File: src/rtl/serial_arith_pkg.sv
// ============================================================================
// serial_arith_pkg : state encoding and sizing helpers for bit-serial blocks
// Revision 1.0
// ============================================================================
`default_nettype none

package serial_arith_pkg;

  typedef enum logic [1:0] {
    IDLE = 2'd0,
    RUN  = 2'd1,
    DONE = 2'd2
  } state_e;

  // Width of a counter that must reach w-1; never narrower than one bit.
  function automatic int cnt_width(input int w);
    return (w <= 2) ? 1 : $clog2(w);
  endfunction

endpackage

`default_nettype wire

File: src/rtl/half_subtractor.sv
// ============================================================================
// half_subtractor : one-bit x - y, difference and borrow-out
// Revision 1.0
// ============================================================================
`default_nettype none

module half_subtractor (
  input  logic x,
  input  logic y,
  output logic diff,
  output logic bout
);

  assign diff = x ^ y;
  assign bout = ~x & y;

endmodule

`default_nettype wire

File: src/rtl/serial_subtractor.sv
// ============================================================================
// serial_subtractor : bit-serial unsigned a - b, LSB first, start/done handshake
// Revision 1.0
// ============================================================================
`default_nettype none

module serial_subtractor
  import serial_arith_pkg::*;
#(
  parameter int W = 8
) (
  input  logic         clk,
  input  logic         rst,
  input  logic         start,
  input  logic [W-1:0] a,
  input  logic [W-1:0] b,
  output logic         busy,
  output logic         done,
  output logic [W-1:0] diff,
  output logic         borrow
);

  localparam int CW = cnt_width(W);

  state_e          state_q, state_d;
  logic [W-1:0]    sa_q, sa_d, sb_q, sb_d;
  logic [W-2:0]    sr_q, sr_d;
  logic [W-1:0]    diff_q, diff_d;
  logic [CW-1:0]   cnt_q, cnt_d;
  logic            bf_q, bf_d;
  logic            borrow_q, borrow_d;
  logic            busy_q, busy_d;
  logic            done_q, done_d;

  logic            d1, bo1, d_bit, bo2, bf_next, last_bit;
  logic [W-2:0]    sr_shift;

  // Full-subtractor cell: two half subtractors, borrows merged by OR.
  half_subtractor u_hs_ab (
    .x    (sa_q[0]),
    .y    (sb_q[0]),
    .diff (d1),
    .bout (bo1)
  );

  half_subtractor u_hs_bf (
    .x    (d1),
    .y    (bf_q),
    .diff (d_bit),
    .bout (bo2)
  );

  assign bf_next  = bo1 | bo2;
  assign last_bit = (cnt_q == CW'(W - 1));

  // sr only needs the first W-1 result bits; the last one joins directly.
  generate
    if (W == 2) begin : g_sr_narrow
      assign sr_shift = d_bit;
    end else begin : g_sr_wide
      assign sr_shift = {d_bit, sr_q[W-2:1]};
    end
  endgenerate

  always_comb begin
    state_d  = state_q;
    sa_d     = sa_q;
    sb_d     = sb_q;
    sr_d     = sr_q;
    diff_d   = diff_q;
    cnt_d    = cnt_q;
    bf_d     = bf_q;
    borrow_d = borrow_q;

    case (state_q)
      IDLE, DONE: begin
        if (start) begin
          sa_d    = a;
          sb_d    = b;
          bf_d    = 1'b0;
          cnt_d   = '0;
          state_d = RUN;
        end else if (state_q == DONE) begin
          state_d = IDLE;
        end
      end
      RUN: begin
        sa_d = sa_q >> 1;
        sb_d = sb_q >> 1;
        sr_d = sr_shift;
        bf_d = bf_next;
        if (last_bit) begin
          diff_d   = {d_bit, sr_q};
          borrow_d = bf_next;
          cnt_d    = '0;
          state_d  = DONE;
        end else begin
          cnt_d = cnt_q + 1'b1;
        end
      end
      default: state_d = IDLE;
    endcase

    busy_d = (state_d == RUN);
    done_d = (state_d == DONE);
  end

  always_ff @(posedge clk or posedge rst) begin
    if (rst) begin
      state_q  <= IDLE;
      sa_q     <= '0;
      sb_q     <= '0;
      sr_q     <= '0;
      diff_q   <= '0;
      cnt_q    <= '0;
      bf_q     <= 1'b0;
      borrow_q <= 1'b0;
      busy_q   <= 1'b0;
      done_q   <= 1'b0;
    end else begin
      state_q  <= state_d;
      sa_q     <= sa_d;
      sb_q     <= sb_d;
      sr_q     <= sr_d;
      diff_q   <= diff_d;
      cnt_q    <= cnt_d;
      bf_q     <= bf_d;
      borrow_q <= borrow_d;
      busy_q   <= busy_d;
      done_q   <= done_d;
    end
  end

  assign busy   = busy_q;
  assign done   = done_q;
  assign diff   = diff_q;
  assign borrow = borrow_q;

endmodule

`default_nettype wire
File: config.mk
export PLATFORM = sky130hd
export DESIGN_NAME = serial_subtractor
export DESIGN_NICKNAME = d
export VERILOG_FILES = /design/src/rtl/serial_arith_pkg.sv /design/src/rtl/half_subtractor.sv /design/src/rtl/serial_subtractor.sv
export SDC_FILE = /design/constraint.sdc
export NUM_CORES = 1
export LEC_CHECK = 0
export ABC_AREA = 1
export BUFFER_PORTS_ARGS = -buffer_cell sky130_fd_sc_hd__buf_2
export CAP_MARGIN = 15
export CORE_UTILIZATION = 60
export DETAILED_ROUTE_END_ITERATION = 8
export GPL_TIMING_DRIVEN = 0
export HOLD_SLACK_MARGIN = 0.15
export PLACE_DENSITY = 0.84
export SLEW_MARGIN = 25
export SYNTH_ARGS = -nofsm -noshare
export SYNTH_HDL_FRONTEND = slang
export SYNTH_SLANG_ARGS = --single-unit
File: constraint.sdc
create_clock -name clk -period 2.1 [get_ports clk]
set_input_delay 0.21 -clock clk [delete_from_list [all_inputs] [get_ports clk]]
set_output_delay 0.21 -clock clk [all_outputs]
set_load 0.05 [all_outputs]
Yosys cells after proc, flatten, opt, wreduce, memory -nomap -nowiden:

Index checks and enable logic that the tools add are counted.

* add/subtract/negate cells: 1
* multipliers: 0
* div/mod/pow operators: 0
* $lt $le $gt $ge: 0
* equal/unequal tests: 6
* shift operators: 0
* multiplexer cells: 13
* bitwise logic cells: 7
* reductions and logical operators: 5

Operators with widths (count)
* $pmux W8 S2: 2
* $mux W8: 2
* $mux W2: 3
* $mux W3: 2
* $pmux W3 S2: 1
* $eq A2 B1 Y1 const B: 2
* $eq A2 B2 Y1 const B: 2
* $pmux W2 S2: 1
* $reduce_and A2 Y1: 2
* $add A3 B1 Y3 const B: 1
* $eq A3 B3 Y1 const B: 1
* $and A1 B1 Y1: 2
* $logic_not A2 Y1: 1
* $ne A2 B2 Y1 const B: 1
* $not A1 Y1: 2
* $pmux W1 S2: 1
* $reduce_bool A2 Y1: 1
* $reduce_or A2 Y1: 1
* $xor A1 B1 Y1: 2
* $mux W1: 1
* $or A1 B1 Y1: 1

* flip-flop bits (word level): 40
* bits in latches: 0
* memory bits (writable): 0
* ROM bits: 0
* input port bits: 19
* output and inout bits: 11
* word-level logic and storage cells: 42
* memories: 0

Logic depth before layout (Yosys ltp):

Gate-level depths: netlist of run 1.

* depth in word-level cells: 5
* gate-level depth with buffers: 8
* gate-level depth less buffers: 6

By module:

Synthesis of run 1 repeated with hierarchy kept, for this count alone.

* cells, all modules: 231
* area, all modules: 1945.6 um2

Modules (own cells, without submodules)
* serial_subtractor: times used 1, cells each 225, area each 1905.6 um2, seq. area each 1001.0 um2
* half_subtractor: times used 2, cells each 3, area each 20.0 um2, seq. area each 0.0 um2

Worst setup path after synthesis of run 1:

OpenSTA, ideal clock, no wires.

* kind: flip-flop to flip-flop
* from: register cnt_q[0]
* to: register diff_q[7] (netlist: diff[7])
* library setup time: 0.074 ns
* arrival: 1.195 ns
* data required time: 2.026 ns
* slack: 0.831 ns
* cell stages (with the launch flop): 7
* buffers on the path: 1
* period minus slack after synthesis: 1.269 ns
* path through: dfrtp_1 -> ha_1 -> ha_1 -> nand2_4 -> buf_6 -> nand2_1 -> o21ai_2

* longest elaborated chain between the ends: 2

RTL lines
* start: declaration: line serial_subtractor.sv:29 `logic [CW-1:0] cnt_q, cnt_d;`
* start signal: assignment: line serial_subtractor.sv:126 `cnt_q <= cnt_d;`
* $eq A3 B3 Y1: line serial_subtractor.sv:54 `assign last_bit = (cnt_q == CW'(W - 1));`
* $reduce_and A2 Y1 (no line)
* end signal: assignment: line serial_subtractor.sv:125 `diff_q <= diff_d;`
* end: declaration: line serial_subtractor.sv:28 `logic [W-1:0] diff_q, diff_d;`

Every way passes these cells.
A chain may end at the register's enable or synchronous reset.

Worst setup path after layout of run 1:

Same ends and word-level chain as after synthesis.

==> reports/qor.txt, run 1 <==
Syn. warnings -> 0
HPWL Detailed -> 2.29 mm
Syn nets -> 249
Layout cells sized above 1 -> 23.4%
Post-Place Cells -> 300
H-tree Lvls -> 2
DRC viols -> 0
Worst EP required -> 2.39 ns
Layout area overhead -> 17.3%
Largest net degree at the start of global routing -> 33
Layout Nets -> 291
CTS root buffer -> clkbuf_4
DR iter-0 viols -> 42
CTS Buffer Depth -> 2
CTS tree -> yes
Wire per inst -> 10.7 µm
Fmax -> 731 MHz
GRT overflow -> 0
Die Y -> 58.5 µm
Final std cells w/o fill -> 313
CTS clk-pin slew, worst paths -> 0.12 ns
Inserted Diodes -> 0
Initial antenna violation count -> 0
Distinct cells, synth -> 20
Count of final setup violators -> 0
Die width -> 58.5 µm
Clk_skew -> 0.00409 ns
Routed WL -> 3.33 mm
Unrepaired setup endpoints after global routing -> no
Slew @ Worst Pin -> 0.411 ns
Slew HR -> 72.6%
Clock sinks -> 40
Max Slew Vio Count -> 0
Vias in the first global route -> 1370
Synth Register Bits -> 40
Syn_area_per_cell -> 8.48 µm²
Final hold violations -> 0
First-pass GRT wire length -> 5.95 mm
Die area -> 3420 µm²
Row cnt -> 20
Max IR drop VDD -> 0.773 mV
Max-cap violations -> 0
I/O pins -> 30
Mapped Area -> 1920 µm²
Clock Latency Late Sink -> 0.35 ns
Sequential share of the synthesized area -> 52.2%
CTS Buf Count -> 5
Critical Path AT -> 1.65 ns
Outcome -> finished, final reports clean
GP Congestion -> 0.756
ANT nets after route -> 0
Leak -> 1.30 nW
Detailed-routing iteration count for the pre-antenna-repair pass -> 4
Tot GR Track Use -> 23.7%
Post-DR vias/cell -> 4.74
DR vias -> 1485
Fin crit period -> 1.37 ns
Core area -> 3050 µm²
Syn Inst Count -> 226
Worst min path class -> in2reg
Min Hold Slack -> 0.155 ns
Starting Density -> 62.8%
Crit Path Max Fanout -> 10
Setup crit start kind -> flop
Crit path capture type -> flop
Final period utilization -> 65.1%
Power density over cell area -> 1440 nW/µm²
Port bufs -> 29
CP Class -> reg2reg
Setup TNS -> 0 ns
==> timing repair <==
action                    CTS  global route
hold buffers                5             0
setup buffers               0             0
hold endpoints to repair   45             0
gates resized for setup     0             0
==> cells in the final DEF (no fill, tap or decap) <==
cell type,count
nor2_1,1
nand2_2,2
nand2_1,73
inv_4,2
inv_2,2
dfrtp_1,40
nor2_4,1
buf_12,1
buf_2,31
clkbuf_4,5
buf_6,5
ha_1,3
nor2_2,1
clkinv_2,2
a21oi_1,1
nand2_4,2
fa_1,1
clkbuf_1,1
nand3_1,32
clkbuf_8,1
o21ai_0,10
inv_1,39
o21ai_2,7
buf_8,1
dlygate4sd3_1,5
==> Yosys cell counts <==
library cell | number | area (µm²)
nand3_1 | 32 | 160
inv_1 | 40 | 150
nand2_1 | 73 | 274
dfrtp_1 | 40 | 1000
inv_2 | 1 | 3.75
nor2_4 | 1 | 11.3
inv_4 | 2 | 12.5
nor2_2 | 1 | 6.26
nor2_1 | 1 | 3.75
buf_8 | 1 | 15.0
ha_1 | 3 | 37.5
o21ai_0 | 10 | 50.1
clkbuf_1 | 1 | 3.75
o21ai_2 | 7 | 61.3
buf_6 | 5 | 56.3
a21oi_1 | 1 | 5.00
nand2_2 | 2 | 12.5
fa_1 | 1 | 20.0
nand2_4 | 2 | 22.5
buf_2 | 2 | 10.0
==> critical path: stages (launching register included) <==
cell and delay, ns:
dfrtp_1 0.40, ha_1 0.21, ha_1 0.27, nand2_4 0.14
buf_6 0.16, nand2_1 0.07, o21ai_2 0.05
==> worst paths after layout <==
kind                       slack (ns)            startpoint                   end  cells past startpoint
min                              0.16                  b[4]   sb_q[4]$_DFFE_PP0P_                      5
max in group asynchronous        1.39                   rst  cnt_q[0]$_DFFE_PP0P_                      4
min in group asynchronous        0.29                   rst   sb_q[3]$_DFFE_PP0P_                      3
min reg2reg                      0.48   diff[0]$_DFFE_PP0P_   diff[0]$_DFFE_PP0P_                      2
max reg2reg                      0.73  cnt_q[0]$_DFFE_PP0P_   diff[7]$_DFFE_PP0P_                      6
max                              0.73  cnt_q[0]$_DFFE_PP0P_   diff[7]$_DFFE_PP0P_                      6
==> logic make-up after synthesis <==
family / share of synthesized area [%]
AND/OR/NAND/NOR: 25.6
buffers and inverters: 13.1
flip-flops: 52.2
AO/OA/AOI/OAI: 6.07
adder cells (fa/ha/maj): 3.00
==> sequential cells by signal (all words and copies together) (netlist names) <==
register and count:
sb_q 8, bf_q 1, cnt_q 3, done 1
sa_q 8, state_q 2, sr_q 7, diff 8
borrow 1, busy 1
==> metrics by stage <==
stage / power, W / setup WS [ns] / utilization (%) / cell area, µm²
final: 0.00324 / 0.732 / 73.6 / 2250
after detailed placement: 0.00285 / 0.743 / 70.0 / 2140
after global placement: 0.00280 / 0.437 / 69.3 / 2120
after global routing: 0.00353 / 0.675 / 73.6 / 2250
after floorplan: 0.00251 / 0.831 / - / 1920
after CTS: 0.00327 / 0.716 / 73.6 / 2250
==> final cells by class <==
cell class,instances,area [µm²]
clock buffer,6,51.3
timing repair buffer,35,215
buffer,9,85.1
clock inverter,2,10.0
inverter,43,166
fill,244,805
tap,44,55.1
sequential,40,1000
multi-input combinational,134,664
==> metal layers <==
metal	global-route usage, %	routed length, µm
met1	30.4	1580
met2	38.6	1570
met3	6.59	114
met4	9.18	68
met5	0	0
==> report_power, final <==
part | internal (W) | switching [W] | total (W)
combinational | 0.000543 | 0.00103 | 0.00157
clock | 0.000159 | 0.000249 | 0.000408
sequential | 0.00110 | 0.000162 | 0.00126
total | 0.00180 | 0.00144 | 0.00324
(Power assumes the default switching activity.)
==> run 2, diff against run 1 <==
--- a/config.mk
+++ b/config.mk
@@ -8,11 +8,11 @@
 export ABC_AREA = 1
 export BUFFER_PORTS_ARGS = -buffer_cell sky130_fd_sc_hd__buf_2
 export CAP_MARGIN = 15
-export CORE_UTILIZATION = 60
+export CORE_UTILIZATION = 55
 export DETAILED_ROUTE_END_ITERATION = 8
 export GPL_TIMING_DRIVEN = 0
 export HOLD_SLACK_MARGIN = 0.15
-export PLACE_DENSITY = 0.84
+export PLACE_DENSITY = 0.78
 export SLEW_MARGIN = 25
 export SYNTH_ARGS = -nofsm -noshare
 export SYNTH_HDL_FRONTEND = slang
==> constraint.sdc (replaced) <==
create_clock -name clk -period 1.4 [get_ports clk]
set_input_delay 0.14 -clock clk [delete_from_list [all_inputs] [get_ports clk]]
set_output_delay 0.14 -clock clk [all_outputs]
set_load 0.05 [all_outputs]
==> reports/qor.txt, run 2 (same netlist as run 1, synthesis figures left out) <==
Outcome -> finished, final reports clean
Cell chain of the critical path -> inv_2, nand2_2, nand2_2, inv_4, buf_8, nand2_1, nand2_1
Crit path capture type -> flop
CTS Buffer Depth -> 2 (unchanged)
DRC viols -> 0 (unchanged)
DR iter-0 viols -> 74 (+76%)
CTS Buf Count -> 5 (unchanged)
H-tree Lvls -> 2 (unchanged)
Row cnt -> 21 (+5.0%)
Vias in the first global route -> 1498 (+9.3%)
CTS tree -> yes
Fin crit period -> 1.33 ns (-0.0385 ns)
Part of the power in the clock network -> 20.6% (+8.0 points)
Detailed-routing iteration count for the pre-antenna-repair pass -> 4 (unchanged)
Crit Path Max Fanout -> 10 (unchanged)
Worst min path class -> in2async
Most common library cell in the layout ignoring fill and taps -> nand2_1
Slowest CP cell -> dfrtp_1
Die Y -> 61.0 µm (+4.3%)
Delay-heaviest family, CP -> flip-flops
Clock Latency Late Sink -> 0.36 ns (about the same)
Wire per inst -> 11.7 µm (+9.7%)
Count of final setup violators -> 0 (unchanged)
CTS clk-pin slew, worst paths -> 0.12 ns (about the same)
Slew @ Worst Pin -> 0.475 ns (+0.0638 ns)
First-pass GRT wire length -> 6.34 mm (+6.6%)
Max-cap violations -> 0 (unchanged)
Fin area -> 2450 µm² (+8.8%)
Layout cells sized above 1 -> 22.4% (-1.0 points)
HPWL Detailed -> 2.53 mm (+11%)
Critical Path AT -> 1.58 ns (-0.07 ns)
Combinational share of power -> 44.4% (-4.1 points)
Sequential Power Share -> 34.9% (-4.0 points)
Most frequent cells in the layout -> nand2_1, dfrtp_1, inv_1
Sw power -> 0.00223 W (+55%)
Leak -> 1.37 nW (+5.9%)
Post-DR vias/cell -> 4.84 (+2.1%)
Internal -> 0.00323 W (+79%)
Unrepaired setup endpoints after global routing -> no
Final hold violations -> 0 (unchanged)
Layout Nets -> 303 (+4.1%)
Final period utilization -> 95.0% (+30 points)
CTS root buffer -> clkbuf_4
Routed WL -> 3.82 mm (+15%)
Tot GR Track Use -> 23.9% (+0.19 points)
Inserted Diodes -> 0 (unchanged)
Port bufs -> 29 (unchanged)
CP peak stage delay -> 0.44 ns (+0.04 ns)
Fmax -> 752 MHz (+2.9%)
Die area -> 3730 µm² (+8.8%)
I/O pins -> 30 (unchanged)
Clock sinks -> 40 (unchanged)
ANT nets after route -> 0 (unchanged)
Layout area overhead -> 27.6%
Placed Area -> 2150 µm² (+0.47%)
Worst EP required -> 1.65 ns (-0.74 ns)
Max Slew Vio Count -> 0 (unchanged)
Largest net degree at the start of global routing -> 22 (-33%)
Setup TNS -> 0 ns (unchanged)
GP Congestion -> 0.765 (+1.2%)
Post-CTS setup buffer count -> 0 (unchanged)
Power density over cell area -> 2230 nW/µm² (+55%)
GRT overflow -> 0 (unchanged)
Clk_skew -> 0.0181 ns (+0.0140 ns)
Slew HR -> 68.3% (-4.3 points)
Die width -> 61.0 µm (+4.3%)
Net Sw Frac -> 40.8% (-3.6 points)
Starting Density -> 57.4% (-5.3 points)
Setup crit start kind -> flop
CP Class -> reg2reg
Initial antenna violation count -> 0 (unchanged)
Max IR drop VDD -> 1.25 mV (+62%)
DR vias -> 1584 (+6.7%)
Fill cell instance count of the final layout -> 261 (+7.0%)
Buf/Inv on CP -> 3 (+2)
Core area -> 3340 µm² (+9.3%)
==> run 2: cell count changes in the layout (fill, tap and decap cells not counted), sizes merged <==
cell	change
clkbuf	-1
dlygate4sd3	+13
buf	-1
clkinv	-2
bufinv	+3
==> run 2: metal layers <==
layer  vias to the layer above  global-route usage, %  wire length (µm)
met2                        30                   40.7              1980
met3                         8                   5.88               117
met4                         0                   10.7                82
li1                        797                      -                 -
met5                         -                      0                 0
met1                       749                   28.8              1640
==> run 2: worst min-delay path, cell delays in order <==
cell,delay (ns)
dlygate4sd3_1,0.52
buf_2,0.13
inv_2,0.35
==> run 2: worst paths after layout <==
check | from | to | slack [ns] | depth (start not counted)
max | state_q[1]$_DFF_PP0_ | sb_q[4]$_DFFE_PP0P_ | 0.07 | 7
max in group asynchronous | rst | borrow$_DFFE_PP0P_ | 0.60 | 4
max reg2reg | state_q[1]$_DFF_PP0_ | sb_q[4]$_DFFE_PP0P_ | 0.07 | 7
min | rst | sb_q[3]$_DFFE_PP0P_ | 0.33 | 3
min in group clk | borrow$_DFFE_PP0P_ | borrow$_DFFE_PP0P_ | 0.48 | 2
min reg2reg | borrow$_DFFE_PP0P_ | borrow$_DFFE_PP0P_ | 0.48 | 2
==> run 2: power by group through the flow <==
stage | Clock [W] | Combinational [W] | Sequential, W
5_1_grt | 0.00120 | 0.00274 | 0.00196
4_1_cts | 0.00114 | 0.00246 | 0.00190
3_3_place_gp | 0 | 0.00232 | 0.00190
3_5_place_dp | 0 | 0.00240 | 0.00192
2_1_floorplan | 0 | 0.00151 | 0.00226
6_report | 0.00113 | 0.00242 | 0.00190
==> run 2: area by class of cell <==
cell class / count / area [µm²] / share of cell area, %
multi-input combinational: 134 / 667 / 27.3
clock inverter: 3 / 90.1 / 3.68
timing repair buffer: 48 / 353 / 14.4
clock buffer: 5 / 37.5 / 1.53
sequential: 40 / 1000 / 40.9
inverter: 43 / 166 / 6.80
buffer: 8 / 73.8 / 3.02
tap: 46 / 57.6 / 2.35
==> run 2: what timing repair did <==
item	CTS	global route
gates resized for setup	1	0
endpoints found under the setup margin	3	3
hold endpoints to repair	59	0
hold buffers	18	0
pin swaps	0	0
==> run 2: per-stage QoR <==
step           total power, W  utilization [%]  worst slack [ns]  instances  hold WS, ns
2_1_floorplan         0.00377                -             0.131        226        0.261
3_3_place_gp          0.00421             63.5            -0.174        301        0.347
3_5_place_dp          0.00432             64.3            0.0216        302        0.185
4_1_cts               0.00550             73.6            0.0518        328        0.336
5_1_grt               0.00590             73.3           0.00721        327        0.381
6_report              0.00545             73.3            0.0704        327        0.334
